--- src/rtl/dds_sweep_ctrl_if.sv ---
// dds_sweep_ctrl_if: AXI-Stream config channel from the sweep sequencer to the DDS.
interface dds_sweep_ctrl_if #(parameter int PINC_W = 16);
  logic              tvalid;
  logic              tready;
  logic [PINC_W-1:0] tdata;
  modport master (output tvalid, output tdata, input tready);
  modport slave  (input tvalid, input tdata, output tready);
endinterface

--- src/rtl/dds_sweep_ctrl.sv ---
// dds_sweep_ctrl: steps DDS PINC from START to STOP, holding each value DWELL cycles.
// Optional key debounce is built when DDS_KEY_DEBOUNCE_EN is defined.
module dds_sweep_ctrl #(
  parameter int PINC_W     = 16,
  parameter int START_PINC = 655,
  parameter int STEP_PINC  = 655,
  parameter int STOP_PINC  = 5242,
  parameter int DWELL      = 1000,
  parameter int DB_CYC     = 50000
) (
  input  logic             clk,
  input  logic             rst_n,
  input  logic             key_i,
  input  logic             enable_i,
  dds_sweep_ctrl_if.master cfg,
  output logic             busy_o,
  output logic             sweep_done_o
);
  localparam int CNT_W = DWELL > 1 ? $clog2(DWELL) : 1;
  localparam logic [PINC_W-1:0] START_V = PINC_W'(START_PINC);
  localparam logic [PINC_W:0]   STEP_X  = (PINC_W+1)'(STEP_PINC);
  localparam logic [PINC_W:0]   STOP_X  = (PINC_W+1)'(STOP_PINC);
  localparam logic [CNT_W-1:0]  DWELL_LD = CNT_W'(DWELL - 1);

  if (DWELL < 1 || DB_CYC < 1) begin : g_bad_param
    $error("dds_sweep_ctrl: DWELL and DB_CYC must be >= 1");
  end

  typedef enum logic [1:0] {S_IDLE, S_LOAD, S_DWELL, S_DONE} state_t;

  logic [1:0] sync_q;
  logic       prev_q;
  logic       key_lvl;
  logic       key_evt;

  always_ff @(posedge clk or negedge rst_n)
    if (!rst_n) sync_q <= '0;
    else        sync_q <= {sync_q[0], key_i};

`ifdef DDS_KEY_DEBOUNCE_EN
  localparam int DB_W = DB_CYC > 1 ? $clog2(DB_CYC) : 1;
  logic            db_q, db_d;
  logic [DB_W-1:0] db_cnt_q, db_cnt_d;
  // Any sample matching the current level restarts the stability window.
  always_comb begin
    db_d     = db_q;
    db_cnt_d = '0;
    if (sync_q[1] != db_q) begin
      if (db_cnt_q == DB_W'(DB_CYC - 1)) db_d = sync_q[1];
      else db_cnt_d = db_cnt_q + 1'b1;
    end
  end
  always_ff @(posedge clk or negedge rst_n)
    if (!rst_n) begin
      db_q     <= 1'b0;
      db_cnt_q <= '0;
    end else begin
      db_q     <= db_d;
      db_cnt_q <= db_cnt_d;
    end
  assign key_lvl = db_q;
`else
  assign key_lvl = sync_q[1];
`endif

  always_ff @(posedge clk or negedge rst_n)
    if (!rst_n) prev_q <= 1'b0;
    else        prev_q <= key_lvl;

  assign key_evt = key_lvl & ~prev_q;

  state_t            state_q, state_d;
  logic [PINC_W-1:0] pinc_q, pinc_d;
  logic [CNT_W-1:0]  cnt_q, cnt_d;
  logic              abort_q, abort_d;
  logic              abort_req;
  logic [PINC_W:0]   next_sum;

  assign abort_req = key_evt | ~enable_i;
  // One extra bit so a wrap past 2^PINC_W compares as above STOP.
  assign next_sum  = {1'b0, pinc_q} + STEP_X;

  always_comb begin
    state_d = state_q;
    pinc_d  = pinc_q;
    cnt_d   = cnt_q;
    abort_d = abort_q;
    unique case (state_q)
      S_IDLE:
        if (key_evt && enable_i) begin
          state_d = S_LOAD;
          pinc_d  = START_V;
          abort_d = 1'b0;
        end
      S_LOAD: begin
        abort_d = abort_q | abort_req;
        if (cfg.tready) begin
          state_d = (abort_q | abort_req) ? S_IDLE : S_DWELL;
          cnt_d   = DWELL_LD;
          abort_d = 1'b0;
        end
      end
      S_DWELL:
        if (abort_req) state_d = S_IDLE;
        else if (cnt_q == '0) begin
          state_d = (next_sum > STOP_X) ? S_DONE : S_LOAD;
          pinc_d  = (next_sum > STOP_X) ? pinc_q : next_sum[PINC_W-1:0];
        end else cnt_d = cnt_q - 1'b1;
      S_DONE:  state_d = S_IDLE;
      default: state_d = S_IDLE;
    endcase
  end

  always_ff @(posedge clk or negedge rst_n)
    if (!rst_n) begin
      state_q <= S_IDLE;
      pinc_q  <= START_V;
      cnt_q   <= '0;
      abort_q <= 1'b0;
    end else begin
      state_q <= state_d;
      pinc_q  <= pinc_d;
      cnt_q   <= cnt_d;
      abort_q <= abort_d;
    end

  assign cfg.tvalid   = state_q == S_LOAD;
  assign cfg.tdata    = pinc_q;
  assign busy_o       = state_q != S_IDLE;
  assign sweep_done_o = state_q == S_DONE;
endmodule
--- src/flat_wrapper.sv ---
// flat-port wrapper written by rule: the top's interface ports become plain ports
module dds_sweep_ctrl_flat 
#(
  parameter int PINC_W     = 16,
  parameter int START_PINC = 655,
  parameter int STEP_PINC  = 655,
  parameter int STOP_PINC  = 5242,
  parameter int DWELL      = 1000,
  parameter int DB_CYC     = 50000
)
  (clk, rst_n, key_i, enable_i, busy_o, sweep_done_o, cfg_tvalid, cfg_tdata, cfg_tready);
  dds_sweep_ctrl_if #(.PINC_W(PINC_W)) cfg_i ();
  input  logic clk;
  input  logic rst_n;
  input  logic key_i;
  input  logic enable_i;
  output logic busy_o;
  output logic sweep_done_o;
  output wire logic [$bits(cfg_i.tvalid)-1:0] cfg_tvalid;
  output wire logic [$bits(cfg_i.tdata)-1:0] cfg_tdata;
  input wire logic [$bits(cfg_i.tready)-1:0] cfg_tready;
  assign cfg_tvalid = cfg_i.tvalid;
  assign cfg_tdata = cfg_i.tdata;
  assign cfg_i.tready = cfg_tready;
  dds_sweep_ctrl #(.PINC_W(PINC_W), .START_PINC(START_PINC), .STEP_PINC(STEP_PINC), .STOP_PINC(STOP_PINC), .DWELL(DWELL), .DB_CYC(DB_CYC)) u_core (.clk(clk), .rst_n(rst_n), .key_i(key_i), .enable_i(enable_i), .cfg(cfg_i), .busy_o(busy_o), .sweep_done_o(sweep_done_o));
endmodule
--- config.mk ---
export PLATFORM = sky130hd
export DESIGN_NAME = dds_sweep_ctrl_flat
export DESIGN_NICKNAME = d
export VERILOG_FILES = /design/src/rtl/dds_sweep_ctrl_if.sv /design/src/rtl/dds_sweep_ctrl.sv /design/src/flat_wrapper.sv
export SDC_FILE = /design/constraint.sdc
export NUM_CORES = 1
export LEC_CHECK = 0
export BUFFER_PORTS_ARGS = -buffer_cell sky130_fd_sc_hd__buf_2
export CORE_ASPECT_RATIO = 0.7
export CORE_UTILIZATION = 52
export DETAILED_ROUTE_END_ITERATION = 10
export GPL_ROUTABILITY_DRIVEN = 1
export PLACE_DENSITY = 0.73
export SYNTH_ARGS = -nofsm -noshare
export SYNTH_HDL_FRONTEND = slang
export SYNTH_SLANG_ARGS = --single-unit
--- constraint.sdc ---
create_clock -name clk -period 2.74 [get_ports clk]
set_clock_uncertainty 0.2 [all_clocks]
set_input_delay 0.411 -clock clk [delete_from_list [all_inputs] [get_ports clk]]
set_output_delay 0.411 -clock clk [all_outputs]
set_load 0.03 [all_outputs]
==> results.txt <==
The final routed wirelength across all metal layers came out at 5460 um. The maximum operating frequency came out at 341 MHz. The final hold slack is 37.4 ps. The combinational share of power is 0.135.

The clock edge transition at the registers on the reported setup and hold paths is 70 ps. The number of buffers created by CTS came out at 5. The standard cell core area came out at 3540 um2. The static leakage is 1.14 nW.

The post-synthesis cell area is 1930 um2. The clock drives 32 sinks. The total number of H-tree levels is 2.

The die is 74.7 um wide. The fraction of final layout cells with drive strength greater than 1 came out at 0.423. The number of failing hold endpoints at the final stage came out at 0.

The class of the most critical hold timing path is input pin to register. The normalized max-slew margin is 0.514. The later-pin clock latency in the skew report came out at 280 ps. Setup repair after global routing could not meet its margin everywhere. The number of top-level pins came out at 24. The first TritonRoute pass finished after 4 iterations. The row count is 18.

The overall die area is 3950 um2. Of the total power, the share spent switching nets is 0.256. The setup TNS is -2580 ps. In this run, synthesis inferred 0 flip-flops with an integrated enable. The number of antenna violations at the first check in global routing is 0. During synthesis, Yosys emitted a total of 0 warnings. STA classifies the critical path endpoint as a register.

For this block, the initial DRC count from the detailed router was 174. The number of global-route vias before repair came out at 1629. The sequential power share came out at 0.490. For this run, the leading register cell type out of synthesis is sky130_fd_sc_hd__dfrtp_1.

The maximum fanout along the worst path is 5. The power density normalized to cell area came out at 390 nW/um2. Detailed placement finished with a half-perimeter wire length of 3630 um. The number of vias per cell after detailed routing came out at 5.82.

The flow ran to the end, but the final reports show violations. The per-instance average area after synthesis came out at 9.17 um2. From bottom edge to top edge, the die measures 52.9 um. The setup path with the least slack is of type register to register. Dividing the final minimum period by the clock period gives 1.07. The worst vdd rail ir drop came out at 0.297 mV.

The CTS tree is done. At the end of the flow, the number of nets in the layout was 282. The maximum number of pins on one net before global-route repair is 33. The cell count after synthesis came out at 210. CTS placed an instance of sky130_fd_sc_hd__clkbuf_8 at the clock tree root.

In this run the tool buffered the top-level ports with 23 buffer cells. Counting along the longest clock path gives a buffer depth of 2. The data arrival time of the critical path is 2890 ps. The final setup slack of the worst path came out at -188 ps.

The utilization after layout came out at 0.754. The data required time of the critical path came out at 2700 ps. The register bit total from synthesis came out at 32.

The synthesized design spends more area on one cell type than any other, namely sky130_fd_sc_hd__dfrtp_1. Across the run, the number of max-cap violations was 0. The part of the power in the clock network is 0.375. By count the netlist is led by sky130_fd_sc_hd__dfrtp_1 (26), sky130_fd_sc_hd__nand2_1 (19), sky130_fd_sc_hd__a21oi_1 (14). The total track usage is 0.286. The number of library cell types mapped by synthesis is 48. In this run the remaining antenna-violating nets after routing total 0. The routed design could run at a clock period as short as 2930 ps. In the routed design, unresolved DRC markers number 0. For the pin with the worst max-slew slack, the measured transition is 730 ps. The worst setup path is launched from a register.

The via count of the routed design is 1886. The global-route wire length before repair is 8090 um. After synthesis, the share of flip-flops with an asynchronous set or reset is 1.00. The analysis attributes to net switching a power of 0.266 mW. The design draws 1.04 mW. The initial core utilization came out at 0.545.

Cell internal power was estimated by the tool at 0.774 mW. The number of max-slew violations in the final report came out at 0. The post-synthesis sequential area ratio is 0.420. In the post-synthesis netlist, the cell with the most instances is sky130_fd_sc_hd__dfrtp_1. The routed wire length per instance is 16.8 um. Relative to the synthesized area, the layout overhead comes to 38.5%. The checks that failed: setup timing. The count of antenna diodes in the layout came out at 0. The remaining global-route overflow came out at 0. The total of endpoints with negative setup slack in the final report came out at 21. The net count after synthesis came out at 218. Of the post-synthesis cell area, the dominant cell type holds 0.338.

At the end of routability-driven placement, the weighted congestion stood at 0.890. By area the synthesized netlist is led by sky130_fd_sc_hd__dfrtp_1 (34%), sky130_fd_sc_hd__dfstp_2 (8.2%), sky130_fd_sc_hd__nand2_1 (3.7%).
through the flow:
stage / setup WS, ps / cells / cell area [um2]
2_1_floorplan: -85.4 / 210 / 1950
3_3_place_gp: -51.1 / 305 / 2320
3_5_place_dp: -208 / 305 / 2320
4_1_cts: -165 / 315 / 2510
5_1_grt: -288 / 324 / 2670
6_report: -188 / 324 / 2670
path summary, 6_finish.rpt:
kind | start | end | slack, ps | cells past startpoint
worst max-delay path | u_core.cnt_q[0]$_DFFE_PN0P_ | u_core.cfg.tdata[6]$_DFFE_PN0P_ | -190 | 10
worst min-delay path | key_i | u_core.sync_q[0]$_DFF_PN0_ | 40 | 1
worst max register to register | u_core.cnt_q[0]$_DFFE_PN0P_ | u_core.cfg.tdata[6]$_DFFE_PN0P_ | -190 | 10
worst min register to register | u_core.sync_q[0]$_DFF_PN0_ | u_core.sync_q[1]$_DFF_PN0_ | 150 | 0
max in group asynchronous | rst_n | u_core.cnt_q[3]$_DFFE_PN0P_ | 1350 | 2
min in group asynchronous | rst_n | u_core.cfg.tdata[8]$_DFFE_PN0P_ | 520 | 2
sequential cells by signal (all words and copies together), names as in the netlist:
register	count
u_core.sync_q	2
u_core.prev_q	1
u_core.state_q	2
u_core.cfg.tdata	16
u_core.cnt_q	10
u_core.abort_q	1
layer usage:
metal  global-route usage  vias to the layer above  wire [um]
met5                    0                        -          0
met4               0.0849                        0         35
met3               0.0667                        4        334
met2                0.401                       69       2330
met1                0.433                      920       2750
li1                     -                      893          -
layout by cell type (no fill, tap or decap), types with 6 or more instances in the layout:
cell type,count
sky130_fd_sc_hd__buf_4,38
sky130_fd_sc_hd__dfrtp_1,26
sky130_fd_sc_hd__buf_2,23
sky130_fd_sc_hd__nand2_1,17
sky130_fd_sc_hd__nor2_1,11
sky130_fd_sc_hd__a21oi_1,10
sky130_fd_sc_hd__clkbuf_8,7
sky130_fd_sc_hd__nor3_1,6
sky130_fd_sc_hd__xor2_1,6
sky130_fd_sc_hd__nand4_1,6
sky130_fd_sc_hd__dfstp_2,6
repair_timing:
item / CTS / global route
pin swaps: 9 / 11
setup endpoints to repair: 16 / 23
cloned: 0 / 0
hold buffers: 1 / 0
resized for setup: 13 / 26
hold endpoints to repair: 6 / 0
setup buffers: 2 / 10
worst max-delay path, cell delays in order, from the launching register on:
cell and delay, ps:
sky130_fd_sc_hd__dfrtp_1 380, sky130_fd_sc_hd__inv_2 80, sky130_fd_sc_hd__ha_4 150, sky130_fd_sc_hd__or3b_4 390
sky130_fd_sc_hd__or4_4 460, sky130_fd_sc_hd__nor3_4 180, sky130_fd_sc_hd__nand4_4 140, sky130_fd_sc_hd__a2111oi_4 340
sky130_fd_sc_hd__buf_4 200, sky130_fd_sc_hd__a2bb2oi_1 170, sky130_fd_sc_hd__mux2i_1 100
power groups by stage:
stage / logic, mW / registers (mW) / clock network (mW)
3_3_place_gp: 0.113 / 0.515 / 0
6_report: 0.141 / 0.509 / 0.390
4_1_cts: 0.119 / 0.508 / 0.400
3_5_place_dp: 0.116 / 0.516 / 0
5_1_grt: 0.156 / 0.511 / 0.419
2_1_floorplan: 0.0589 / 0.522 / 0
area by class of cell:
class | count | area, um2
multi-input combinational | 161 | 1210
clock buffer | 7 | 96.3
inverter | 7 | 26.3
sequential | 32 | 808
timing repair buffer | 67 | 467
fill | 248 | 868
tap | 50 | 62.6
cell families after synthesis:
| logic type | synth area share |
|---|---|
| XOR/XNOR | 0.0455 |
| adder cells (fa/ha/maj) | 0.0195 |
| flip-flops | 0.420 |
| buffers and inverters | 0.0351 |
| AND/OR/NAND/NOR | 0.281 |
| AO/OA/AOI/OAI | 0.183 |
| multiplexers | 0.0156 |
Note: power is estimated with default switching activity, not from simulation.
